`src/rtl/ssd_driver.sv`:
```
// Four-digit seven-segment driver: a continuously running double-dabble
// converter turns a 13-bit value into BCD, and a time-multiplexed scan lights one digit at a time.

module ssd_add3 (
    input  logic [3:0] din,
    output logic [3:0] dout
);
    assign dout = (din >= 4'd5) ? din + 4'd3 : din;
endmodule

module ssd_driver #(
    parameter int REFRESH_DIV = 100000
) (
    input  logic        clk,
    input  logic        rst,
    input  logic [12:0] value,
    output logic [3:0]  Anode,
    output logic [6:0]  LED_out,
    output logic [15:0] bcd,
    output logic        busy
);
    localparam int NUM_DIGITS = 4;
    localparam int CW = (REFRESH_DIV > 1) ? $clog2(REFRESH_DIV) : 1;
    localparam logic [CW-1:0] CNT_MAX = CW'(REFRESH_DIV - 1);

    typedef enum logic [1:0] {IDLE, SHIFT, LATCH} state_t;

    state_t                           state, state_nx;
    logic [12:0]                      sr;
    logic [NUM_DIGITS-1:0][3:0]       scratch, adj;
    logic [3:0]                       iter;
    logic                             load, shift_en, latch_en;
    logic [CW-1:0]                    cnt;
    logic [1:0]                       idx;
    logic [3:0]                       nib;

    // per-digit +3 correction applied before every shift
    for (genvar g = 0; g < NUM_DIGITS; g++) begin : g_lane
        ssd_add3 u_add3 (.din(scratch[g]), .dout(adj[g]));
    end

    always_ff @(posedge clk or negedge rst) begin
        if (!rst) state <= IDLE;
        else      state <= state_nx;
    end

    always_comb begin
        state_nx = state;
        case (state)
            IDLE:    state_nx = SHIFT;
            SHIFT:   if (iter == 4'd12) state_nx = LATCH;
            LATCH:   state_nx = IDLE;
            default: state_nx = IDLE;
        endcase
    end

    always_comb begin
        load     = (state == IDLE);
        shift_en = (state == SHIFT);
        latch_en = (state == LATCH);
        busy     = (state != IDLE);
    end

    always_ff @(posedge clk or negedge rst) begin
        if (!rst) begin
            sr      <= '0;
            scratch <= '0;
            iter    <= '0;
        end else if (load) begin
            sr      <= value;
            scratch <= '0;
            iter    <= '0;
        end else if (shift_en) begin
            {scratch, sr} <= {adj[3][2:0], adj[2:0], sr, 1'b0};
            iter          <= iter + 4'd1;
        end
    end

    // bcd only ever takes a finished scratch, so the display never sees partial results
    always_ff @(posedge clk or negedge rst) begin
        if (!rst)          bcd <= '0;
        else if (latch_en) bcd <= scratch;
    end

    always_ff @(posedge clk or negedge rst) begin
        if (!rst) begin
            cnt <= '0;
            idx <= '0;
        end else if (cnt == CNT_MAX) begin
            cnt <= '0;
            idx <= idx + 2'd1;
        end else begin
            cnt <= cnt + 1'b1;
        end
    end

    function automatic logic [6:0] seg7(input logic [3:0] d);
        case (d)
            4'd0:    seg7 = 7'b0000001;
            4'd1:    seg7 = 7'b1001111;
            4'd2:    seg7 = 7'b0010010;
            4'd3:    seg7 = 7'b0000110;
            4'd4:    seg7 = 7'b1001100;
            4'd5:    seg7 = 7'b0100100;
            4'd6:    seg7 = 7'b0100000;
            4'd7:    seg7 = 7'b0001111;
            4'd8:    seg7 = 7'b0000000;
            4'd9:    seg7 = 7'b0000100;
            default: seg7 = 7'b1111111;
        endcase
    endfunction

    assign nib = bcd[{idx, 2'b00} +: 4];

    always_ff @(posedge clk or negedge rst) begin
        if (!rst) begin
            Anode   <= 4'b1111;
            LED_out <= 7'b1111111;
        end else begin
            Anode   <= ~(4'b0001 << idx);
            LED_out <= seg7(nib);
        end
    end
endmodule
```
`config.mk`:
```
export PLATFORM = sky130hd
export DESIGN_NAME = ssd_driver
export DESIGN_NICKNAME = d
export VERILOG_FILES = /design/src/rtl/ssd_driver.sv
export SDC_FILE = /design/constraint.sdc
export NUM_CORES = 1
export LEC_CHECK = 0
export CORE_MARGIN = 2
export CORE_UTILIZATION = 50
export CTS_CLUSTER_SIZE = 8
export DETAILED_ROUTE_END_ITERATION = 6
export MAX_ROUTING_LAYER = met4
export PLACE_DENSITY = 0.84
export RECOVER_POWER = 25
export SYNTH_ARGS = -nofsm -noshare
export SYNTH_HDL_FRONTEND = slang
export SYNTH_HIERARCHICAL = 1
export SYNTH_SLANG_ARGS = --single-unit
```
`constraint.sdc`:
```
create_clock -name clk -period 1.9 [get_ports clk]
set_input_delay 0.19 -clock clk [delete_from_list [all_inputs] [get_ports clk]]
set_output_delay 0.19 -clock clk [all_outputs]
set_load 0.02 [all_outputs]
```
## Word level (Yosys, flattened, before mapping)

Memories as Yosys holds them, arrays and structs flattened. A register that Yosys moved wholly into a read port is not among the register bits.
Cells that the tools add are included.

- $add $sub $neg: 7
- Magnitude comparators: 4
- Eq/ne operators: 5
- Shift-type cells: 2
- Mux-type cells: 13
- Bitwise operators: 1
- Reduce and logical (&&, ||, !) cells: 4

Operator list:

| cell | number |
|---|---|
| 2-to-1 mux 16 bit | 2 |
| 2-to-1 mux 13 bit | 2 |
| 2-to-1 mux 4 bit | 5 |
| adder 17 x 1 -> 17 bit (second input constant) | 1 |
| == test 17 bit (second input constant) | 1 |
| 2-to-1 mux 17 bit | 1 |
| greater-or-equal comparator 4 x 3 -> 1 bit (second input constant) | 4 |
| indexed part select 16 x 5 -> 4 bit | 1 |
| adder 4 x 2 -> 4 bit (second input constant) | 3 |
| adder 4 x 1 -> 4 bit (second input constant) | 1 |
| == test 4 bit (second input constant) | 1 |
| NOT 4 bit | 1 |
| case mux 2 bit (2 select lines) | 1 |
| nonzero test 2 bit | 2 |
| left shift 1 x 2 -> 4 bit (first input constant) | 1 |
| adder 3 x 2 -> 3 bit (second input constant) | 1 |
| 2-to-1 mux 3 bit | 1 |
| adder 2 x 1 -> 2 bit (second input constant) | 1 |
| == test 2 x 1 -> 1 bit (second input constant) | 1 |
| == test 2 bit (second input constant) | 1 |
| logical NOT 2 bit | 1 |
| 2-to-1 mux 2 bit | 1 |
| != test 2 x 1 -> 1 bit (second input constant) | 1 |
| logical NOT 1 bit | 1 |

- Bits in registers: 74
- ROM bits: 112
- Memories: 1

Memories:

| name | depth | width | read ports | clocked after memory_dff | write ports | line | RTL |
|---|---|---|---|---|---|---|---|
| (name not given) | 16 | 7 | 1 | 1 | 0 | 98 | `case (d)` |

## Depth between registers and ports, before layout

- Word-level depth: 4
- Mapped depth: 7
- Gate-level depth less buffers: 6

## Cells and area by module

The synthesis kept the hierarchy.

Modules (own cells, without submodules):

| module | instances | cells each | area each (sq um) | sequential area each (sq um) |
|---|---|---|---|---|
| ssd_driver | 1 | 291 | 3578.4 | 2040.7 |
| ssd_add3 | 4 | 16 | 101.3 | 0.0 |

## Worst setup path before layout

Ideal clock, no wire load.

- Path kind: reg-to-reg
- Start point: reg idx[0]
- End point: reg LED_out[3]
- Setup time: 73 ps
- Arrival time: 1709 ps
- Data required time: 1827 ps
- Setup slack: 118 ps
- Cell stages (with the launch flop): 8
- Period minus slack after synthesis: 1782 ps
- Cell sequence: dfrtp_1 -> buf_2 -> mux4_2 -> inv_1 -> ha_1 -> nand2_1 -> o21ai_0 -> a21oi_1

- Word-level cells in the longest chain between the ends: 1

RTL lines:

| element | line | RTL |
|---|---|---|
| start, declared | 34 | `logic [1:0] idx;` |
| start signal, assigned | 91 | `idx <= idx + 2'd1;` |
| indexed part select 16 x 5 -> 4 bit | 113 | `assign nib = bcd[{idx, 2'b00} +: 4];` |
| end, declared | 18 | `output logic [6:0] LED_out,` |

No other way between the ends.
A chain may end at the register's enable or synchronous reset.

## Worst setup path in the final report

- Start point: reg state[1]
- End point: out busy

- Word-level cells in the longest chain between the ends: 1

RTL lines:

| element | line | RTL |
|---|---|---|
| start, declared | 28 | `state_t state, state_nx;` |
| start signal, assigned | 44 | `else state <= state_nx;` |
| nonzero test 2 bit | 61 | `busy = (state != IDLE);` |
| end, declared | 20 | `output logic busy` |

No other way between the ends.

==> results.json <==
{
  "status": "complete, no violations",
  "dpl_cell_area_um2": 4550,
  "grt_pass1_vias": 2801,
  "crit_chain": "or2_2 -> clkdlybuf4s50_1",
  "max_freq_mhz": 551,
  "criticalPathCategory": "register to output port",
  "hold_class": "input port to register",
  "slowest_delay_ns": 0.55,
  "port_buffers": 42,
  "final-seq-area_um2": 2040,
  "worstSkewPairLatency_ns": 0.35,
  "drtIter0Drc": 161,
  "grt_start_max_net_pins": 50,
  "ant_nets": 0,
  "synth_nets": 387,
  "cts_tree": "yes",
  "critPathCaptureType": "output port",
  "fin_total_pwr_mw": 4.82,
  "cp-start-kind": "register",
  "htreeDepth": 3,
  "wirelength_um": 7640,
  "vias_per_cell": 5.40,
  "antenna_cells": 0,
  "fin_crit_ns": 1.82,
  "crit_arrival_ns": 1.63,
  "cap_violations": 0,
  "area_growth_pct": 20.5,
  "met1Wirelength_um": 3200,
  "vias": 2755,
  "rsz0062_at_grt": "true",
  "fin_ws_ns": 0.0846,
  "start_util_pct": 51.6,
  "drcViolationCount": 0,
  "grt_pass1_wl_um": 13200,
  "core_area_um2": 7690,
  "wl_met2_um": 4000,
  "crit_slowest_cell": "clkdlybuf4s50_1",
  "setup_tns_ns": 0,
  "skew_ns": 0.00659,
  "ir_drop_uv": 471,
  "gr-total-overflow": 0,
  "wl_per_cell_um": 15.0,
  "io-pin-count": 43,
  "synth_area_um2": 3960,
  "report.final.setup_viol": 0,
  "cts.sinks": 81,
  "period_share_pct": 95.5,
  "dp_slack_ns": 0.107,
  "grt_usage_pct": 20.2,
  "cts_setup_buffers": 0,
  "yosys_warnings": 6,
  "detail_route.first_pass.iterations": 4,
  "worstPathRequired_ns": 1.71,
  "max_slew.worst_pin.slew_ns": 0.830,
  "powerDensity_nw_per_um2": 1010,
  "drive_gt1_share_pct": 18.1,
  "routed-wl-met3_um": 291,
  "cp_max_fo": 4,
  "fp.dieArea_um2": 8660,
  "cts-root-buf": "clkbuf_8",
  "antenna_found_initial": 0,
  "fillCellCount": 627,
  "place_congestion": 0.898,
  "layout_commonest_cell": "dfrtp_1",
  "holdWs_ns": 0.398,
  "syn_avg_cell_area_um2": 11.3,
  "hold_viol_final": 0,
  "nNetsFinal": 439,
  "final_cell_mix": "69 x dfrtp_1, 41 x clkdlybuf4s50_1, 37 x nand2_1",
  "cts_inserted_buffers": 9,
  "synthCells": 351,
  "power.leakage_nw": 2.22,
  "finalMaxSlewViolations": 0,
  "clockBufferDepth": 2,
  "top_layer": "met4",
  "multi_input_area_um2": 1770,
  "rows": 32,
  "die_w_um": 93.0,
  "slew_headroom_pct": 44.7,
  "postLayoutCellArea_um2": 4780,
  "dp_hpwl_um": 5410,
  "path_clk_slew_ns": 0.07,
  "die_y_um": 93.0
}
## layer usage
| metal | global-route usage (%) | vias to the layer above |
|---|---|---|
| met5 | - | - |
| met4 | 7.23 | 0 |
| met3 | 4.92 | 13 |
| met2 | 34.5 | 72 |
| met1 | 23.3 | 1355 |
| li1 | - | 1315 |
## power breakdown
| part | leakage (nW) | internal, mW | total (mW) | switching, mW |
|---|---|---|---|---|
| sequential | 1.01 | 2.00 | 2.18 | 0.176 |
| combinational | 1.10 | 0.638 | 1.26 | 0.619 |
| clock | 0.107 | 0.779 | 1.39 | 0.607 |
| total | 2.22 | 3.42 | 4.82 | 1.40 |
## sequential cells by signal, indices dropped and copies added (netlist names)
signal   count
state        2
Anode        4
scratch     16
bcd         16
iter         4
sr          13
idx          2
cnt         17
LED_out      7
## critical path: cells and delay by family, from the launching register on
family | cells | cell delay, ns
buffers and inverters | 1 | 0.55
flip-flops | 1 | 0.41
AND/OR/NAND/NOR | 1 | 0.32
## area by class of cell
type / instances / area share [%]
inverter: 23 / 1.81
multi-input combinational: 232 / 37.0
clock inverter: 4 / 1.60
timing repair buffer: 56 / 11.1
tap: 102 / 2.67
clock buffer: 12 / 3.04
sequential: 81 / 42.7
## through the flow
step / cells / utilization, %
floorplan: 351 / -
global placement: 493 / 59.2
detailed placement: 493 / 59.2
CTS: 510 / 62.2
global route: 510 / 62.1
finish: 510 / 62.1
## worst paths after layout
check,depth (start not counted),startpoint,end,slack [ns]
max,2,state[1],busy,0.08
min,3,value[0],sr[0],0.40
max reg2reg,4,cnt[6],idx[0],0.09
min reg2reg,2,sr[12],sr[12],0.49
max in group asynchronous,3,rst,Anode[0],0.65
min in group asynchronous,2,rst,scratch[1],0.47
## what timing repair did
item / 4_1_cts / 5_1_grt
setup endpoints to repair: 0 / 1
resized for setup: 0 / 1
hold buffers: 1 / 0
endpoints found under the hold margin: 32 / 0
Note: power is estimated with default switching activity, not from simulation.
==> patch 1: new RTL, same settings <==
Change the parameter `REFRESH_DIV` from 100000 to 400000.
--- a/src/rtl/ssd_driver.sv
+++ b/src/rtl/ssd_driver.sv
@@ -11,3 +11,3 @@
 module ssd_driver #(
-    parameter int REFRESH_DIV = 100000
+    parameter int REFRESH_DIV = 400000
 ) (
Behaviour: same outputs for any inputs over 10 cycles, from zero or initial values and one cycle with rst low; that may be too few to reach the edited logic, so the function may still have changed.
==> patch 1 against the unedited design <==
  * Setup slack improved by 0.0066 ns
  * Final area is 1.6% higher
  * Die area rose by 3.3%
  * Hold slack got worse by 0.0052 ns
  * Wire length increased by 0.37%
  * Power shrank 1.9%
  * First-iteration DRC count down 20%
  * Sequential cell count increased by 2
  * Non-clock buffer count shrank 4
  * Area after synthesis rose by 3.5%
  * Largest power group unchanged
==> patch 1: results (changes against the unedited design) <==
* Status: finished clean (unchanged)
* Warnings, synthesis at 6 (unchanged)
* Crit path from: state[1]$_DFFE_PN0P_ (unchanged)
* R2R Path End: LED_out[3]$_DFF_PN1_ (was idx[0]$_DFFE_PN0N_)
* Pre-Repair DR Iteration Count at 5 (was 4)
* Met3 WL at 312 um (was 291 um)
* Layout Skew at 0.0133 ns (was 0.00659 ns)
* Biggest regs: cnt: 19 flops, bcd: 16 flops, scratch: 16 flops (was cnt: 17 flops, bcd: 16 flops, scratch: 16 flops)
* GPL Wtd Cong at 0.796 (was 0.898)
* DRT met1 WL at 3.53 mm (was 3.20 mm)
* DRT iter0 DRCs at 129 (was 161)
* Non-Filler Instances at 546 (was 510)
* Clock Pin Slew Worst Setup and Hold Paths at 0.09 ns (was 0.07 ns)
* Largest net degree at the start of global routing at 66 (was 50)
* DP HPWL at 5.37 mm (was 5.41 mm)
* Share of layout cells above drive strength 1 at 0.161 (was 0.181)
* Post-layout nets at 472 (was 439)
* Critical-path maximum fanout at 2 (was 4)
* Vias per inst at 5.30 (was 5.40)
* Reg2Reg Depth at 6 (was 4)
* Post-CTS setup buffer count at 0 (unchanged)
* Total leakage power at 2.24 nW (was 2.22 nW)
* Dpl cell area at 4660 sq um (was 4550 sq um)
* Slew Limit Headroom at 0.455 (was 0.447)
* Max VDD drop at 0.444 mV (was 0.471 mV)
* RR Startpoint: idx[0]$_DFFE_PN0N_ (was cnt[6]$_DFF_PN0_)
* Gr usage total at 0.193 (was 0.202)
* WL met2 at 3.71 mm (was 4.00 mm)
* R2R setup slack at 0.13 ns (was 0.09 ns)
* Dpl cells at 529 (was 493)
* Wire length per cell at 14.0 um (was 15.0 um)
* Cells after synthesis at 389 (was 351)
* Vias in the first global route at 2779 (was 2801)
* Diode count at 0 (unchanged)
* Synth Net Count at 425 (was 387)
* Root Buffer: clkbuf_8 (unchanged)
* First-pass GRT wire length at 13.0 mm (was 13.2 mm)
## patch 1: power by group
group	leakage, nW	internal, mW	total [mW]	switching (mW)
registers	1.04	2.04	2.21	0.170
clock network	0.0912	0.498	1.19	0.695
logic	1.11	0.661	1.32	0.663
total	2.24	3.20	4.73	1.53
## patch 1: how the worst min path moves through the flow
| stage | from | to | slack, ns | cells after the start |
|---|---|---|---|---|
| floorplan | rst | bcd[0]$_DFFE_PN0N_ | -0.11 | 0 |
| global placement | rst | idx[1]$_DFFE_PN0N_ | 0.16 | 1 |
| detailed placement | rst | cnt[16]$_DFF_PN0_ | 0.16 | 1 |
| CTS | rst | cnt[18]$_DFF_PN0_ | 0.31 | 2 |
| global route | value[0] | sr[0]$_DFFE_PN0P_ | 0.47 | 3 |
| finish | value[0] | sr[0]$_DFFE_PN0P_ | 0.39 | 3 |
## patch 1: cell type report
cell class / count / area (sq um)
inverter: 21 / 78.8
clock buffer: 9 / 124
fill: 676 / 3240
sequential: 83 / 2090
tap: 105 / 131
clock inverter: 7 / 60.1
timing repair buffer: 52 / 518
multi-input combinational: 269 / 1850
## patch 1: per-stage QoR
| step | hold WS [ns] | worst slack, ns |
|---|---|---|
| CTS | 0.314 | 0.0799 |
| global placement | 0.155 | 0.178 |
| floorplan | -0.106 | 0.128 |
| finish | 0.393 | 0.0911 |
| global route | 0.465 | 0.0158 |
| detailed placement | 0.159 | 0.119 |
## patch 1: worst min-delay path: stages
cell             delay, ns
clkdlybuf4s50_1       0.39
inv_1                 0.04
o21ai_0               0.08
## patch 1: per-layer routing
| metal | vias up | GRT usage |
|---|---|---|
| met2 | 86 | 0.311 |
| met5 | - | - |
| li1 | 1401 | - |
| met4 | 0 | 0.0737 |
| met1 | 1394 | 0.247 |
| met3 | 13 | 0.0335 |
==> patch 2: new RTL, config.mk and constraints unchanged <==
Without the edit above. Add an input register stage for `value`, cleared by the reset; this delays it by one clock.
--- a/src/rtl/ssd_driver.sv
+++ b/src/rtl/ssd_driver.sv
@@ -26,2 +26,12 @@
     typedef enum logic [1:0] {IDLE, SHIFT, LATCH} state_t;
+
+    logic [12:0] value_q;
+
+    always_ff @(posedge clk or negedge rst) begin
+        if (!rst) begin
+            value_q <= '0;
+        end else begin
+            value_q <= value;
+        end
+    end
 
@@ -69,3 +79,3 @@
         end else if (load) begin
-            sr      <= value;
+            sr      <= value_q;
             scratch <= '0;
Check against the original RTL: no difference found for any inputs over 10 cycles, from zero or initial values and one cycle with rst low; that may be too few to reach the edited logic, so the function may still have changed.
==> patch 2 against the unedited design <==
  * Area after synthesis up 8.1%
  * Largest cell class unchanged
  * Highest routed layer unchanged
  * Critical path type unchanged
  * First-iteration DRC count is 38% lower
  * Critical path depth unchanged
  * Sequential cell count rose by 13
  * Sequential power grew 13%
  * Setup slack worse by 0.020 ns
  * Register-to-register slack improved by 0.06 ns
  * Sequential share of layout area increased by 4.1 points
  * Power grew 5.2%
  * Final area is 5.8% higher
  * Wire length increased by 1.1%
==> patch 2: results (changes against the unedited design) <==
* Pre-Repair DR Iteration Count at 4 (unchanged)
* Total leakage power at 2.36 nW (was 2.22 nW)
* DRT met1 WL at 3.51 mm (was 3.20 mm)
* Post-layout nets at 448 (was 439)
* Largest net degree at the start of global routing at 37 (was 50)
* Port-buffer cells at 42 (unchanged)
* Dpl cell area at 4850 sq um (was 4550 sq um)
* Met3 Track Usage GR at 0.0450 (was 0.0492)
* H-tree depth at 3 (unchanged)
* Met3 WL at 378 um (was 291 um)
* Crit path capture: busy (unchanged)
* Warnings, synthesis at 6 (unchanged)
* Vias per inst at 5.33 (was 5.40)
* CTS Buf Count at 9 (unchanged)
* Layout Skew at 0.0109 ns (was 0.00659 ns)
* R2R Path End: LED_out[3]$_DFF_PN1_ (was idx[0]$_DFFE_PN0N_)
* Total vias in the final route at 2781 (was 2755)
* RR Startpoint: idx[0]$_DFFE_PN0N_ (was cnt[6]$_DFF_PN0_)
* Synth Net Count at 395 (was 387)
* Dpl cells at 503 (was 493)
* Vias in the first global route at 2737 (was 2801)
* Reg2Reg Depth at 6 (was 4)
* Post-Place Worst Slack at -0.0339 ns (was 0.107 ns)
* Wire length per cell at 14.8 um (was 15.0 um)
* Critical-path maximum fanout at 3 (was 4)
* Biggest regs: cnt: 17 flops, bcd: 16 flops, scratch: 16 flops (unchanged)
* Crit path from: state[0]$_DFFE_PN0P_ (was state[1]$_DFFE_PN0P_)
* Max stage delay on crit path at 0.55 ns (about the same)
* Worst-Margin Slew at 0.922 ns (was 0.830 ns)
* GRT met1 Usage at 0.227 (was 0.233)
* Hold Crit Class: input pin to flip-flop (unchanged)
* Clock latency on the worst-skew pair at 0.35 ns (about the same)
* WL met2 at 3.74 mm (was 4.00 mm)
* CP delay by family, top: buffers and inverters (unchanged)
* Cells after synthesis at 359 (was 351)
* Fill cells at 676 (was 627)
* CTS Buffer Depth at 2 (unchanged)
* Slowest cell on crit path: clkdlybuf4s50_1 (unchanged)
* R2R setup slack at 0.15 ns (was 0.09 ns)
* GPL Wtd Cong at 0.875 (was 0.898)
* Clock Pin Slew Worst Setup and Hold Paths at 0.09 ns (was 0.07 ns)
* Diode count at 0 (unchanged)
* Status: finished clean (unchanged)
* Met2 Use GR at 0.308 (was 0.345)
* Highest metal used: met4 (unchanged)
* DP HPWL at 5.49 mm (was 5.41 mm)
* Min-Delay Path Depth at 1 (was 3)
* DRT iter0 DRCs at 100 (was 161)
* Hold endpoint: value_q[3]$_DFF_PN0_ (was sr[0]$_DFFE_PN0P_)
* Share of layout cells above drive strength 1 at 0.173 (was 0.181)
* Hold WS at 0.384 ns (was 0.398 ns)
* Hold_sp: value[3] (was value[0])
* Gr usage total at 0.186 (was 0.202)
* Power Internal at 3.56 mW (was 3.42 mW)
* Max VDD drop at 0.514 mV (was 0.471 mV)
* First-pass GRT wire length at 12.9 mm (was 13.2 mm)
* Antenna violations before repair at 0 (unchanged)
* WP data arrival at 1.65 ns (was 1.63 ns)
* Post-route minimum period at 1.84 ns (was 1.82 ns)
==> patch 2: layout make-up <==
class	count	area [sq um]	share of cell area
Sequential cell	94	2370	0.468
Multi-Input combinational cell	231	1770	0.350
Tap cell	105	131	0.0260
Clock inverter	4	28.8	0.00569
Inverter	21	78.8	0.0156
Timing Repair Buffer	55	512	0.101
Clock buffer	12	166	0.0329
==> patch 2: power groups by stage <==
stage	Clock [mW]	Combinational, mW	Sequential (mW)
CTS	1.30	1.36	2.47
finish	1.26	1.34	2.47
global placement	0	1.28	2.48
detailed placement	0	1.32	2.50
floorplan	0	0.472	2.72
global route	1.39	1.46	2.50
==> patch 2: what timing repair did <==
action / in CTS / in global routing
gates resized for setup: 1 / 2
hold buffers: 1 / 0
cloned: 0 / 0
setup buffers: 2 / 0
pin swaps: 0 / 1
endpoints found under the hold margin: 33 / 0
setup endpoints to repair: 1 / 1
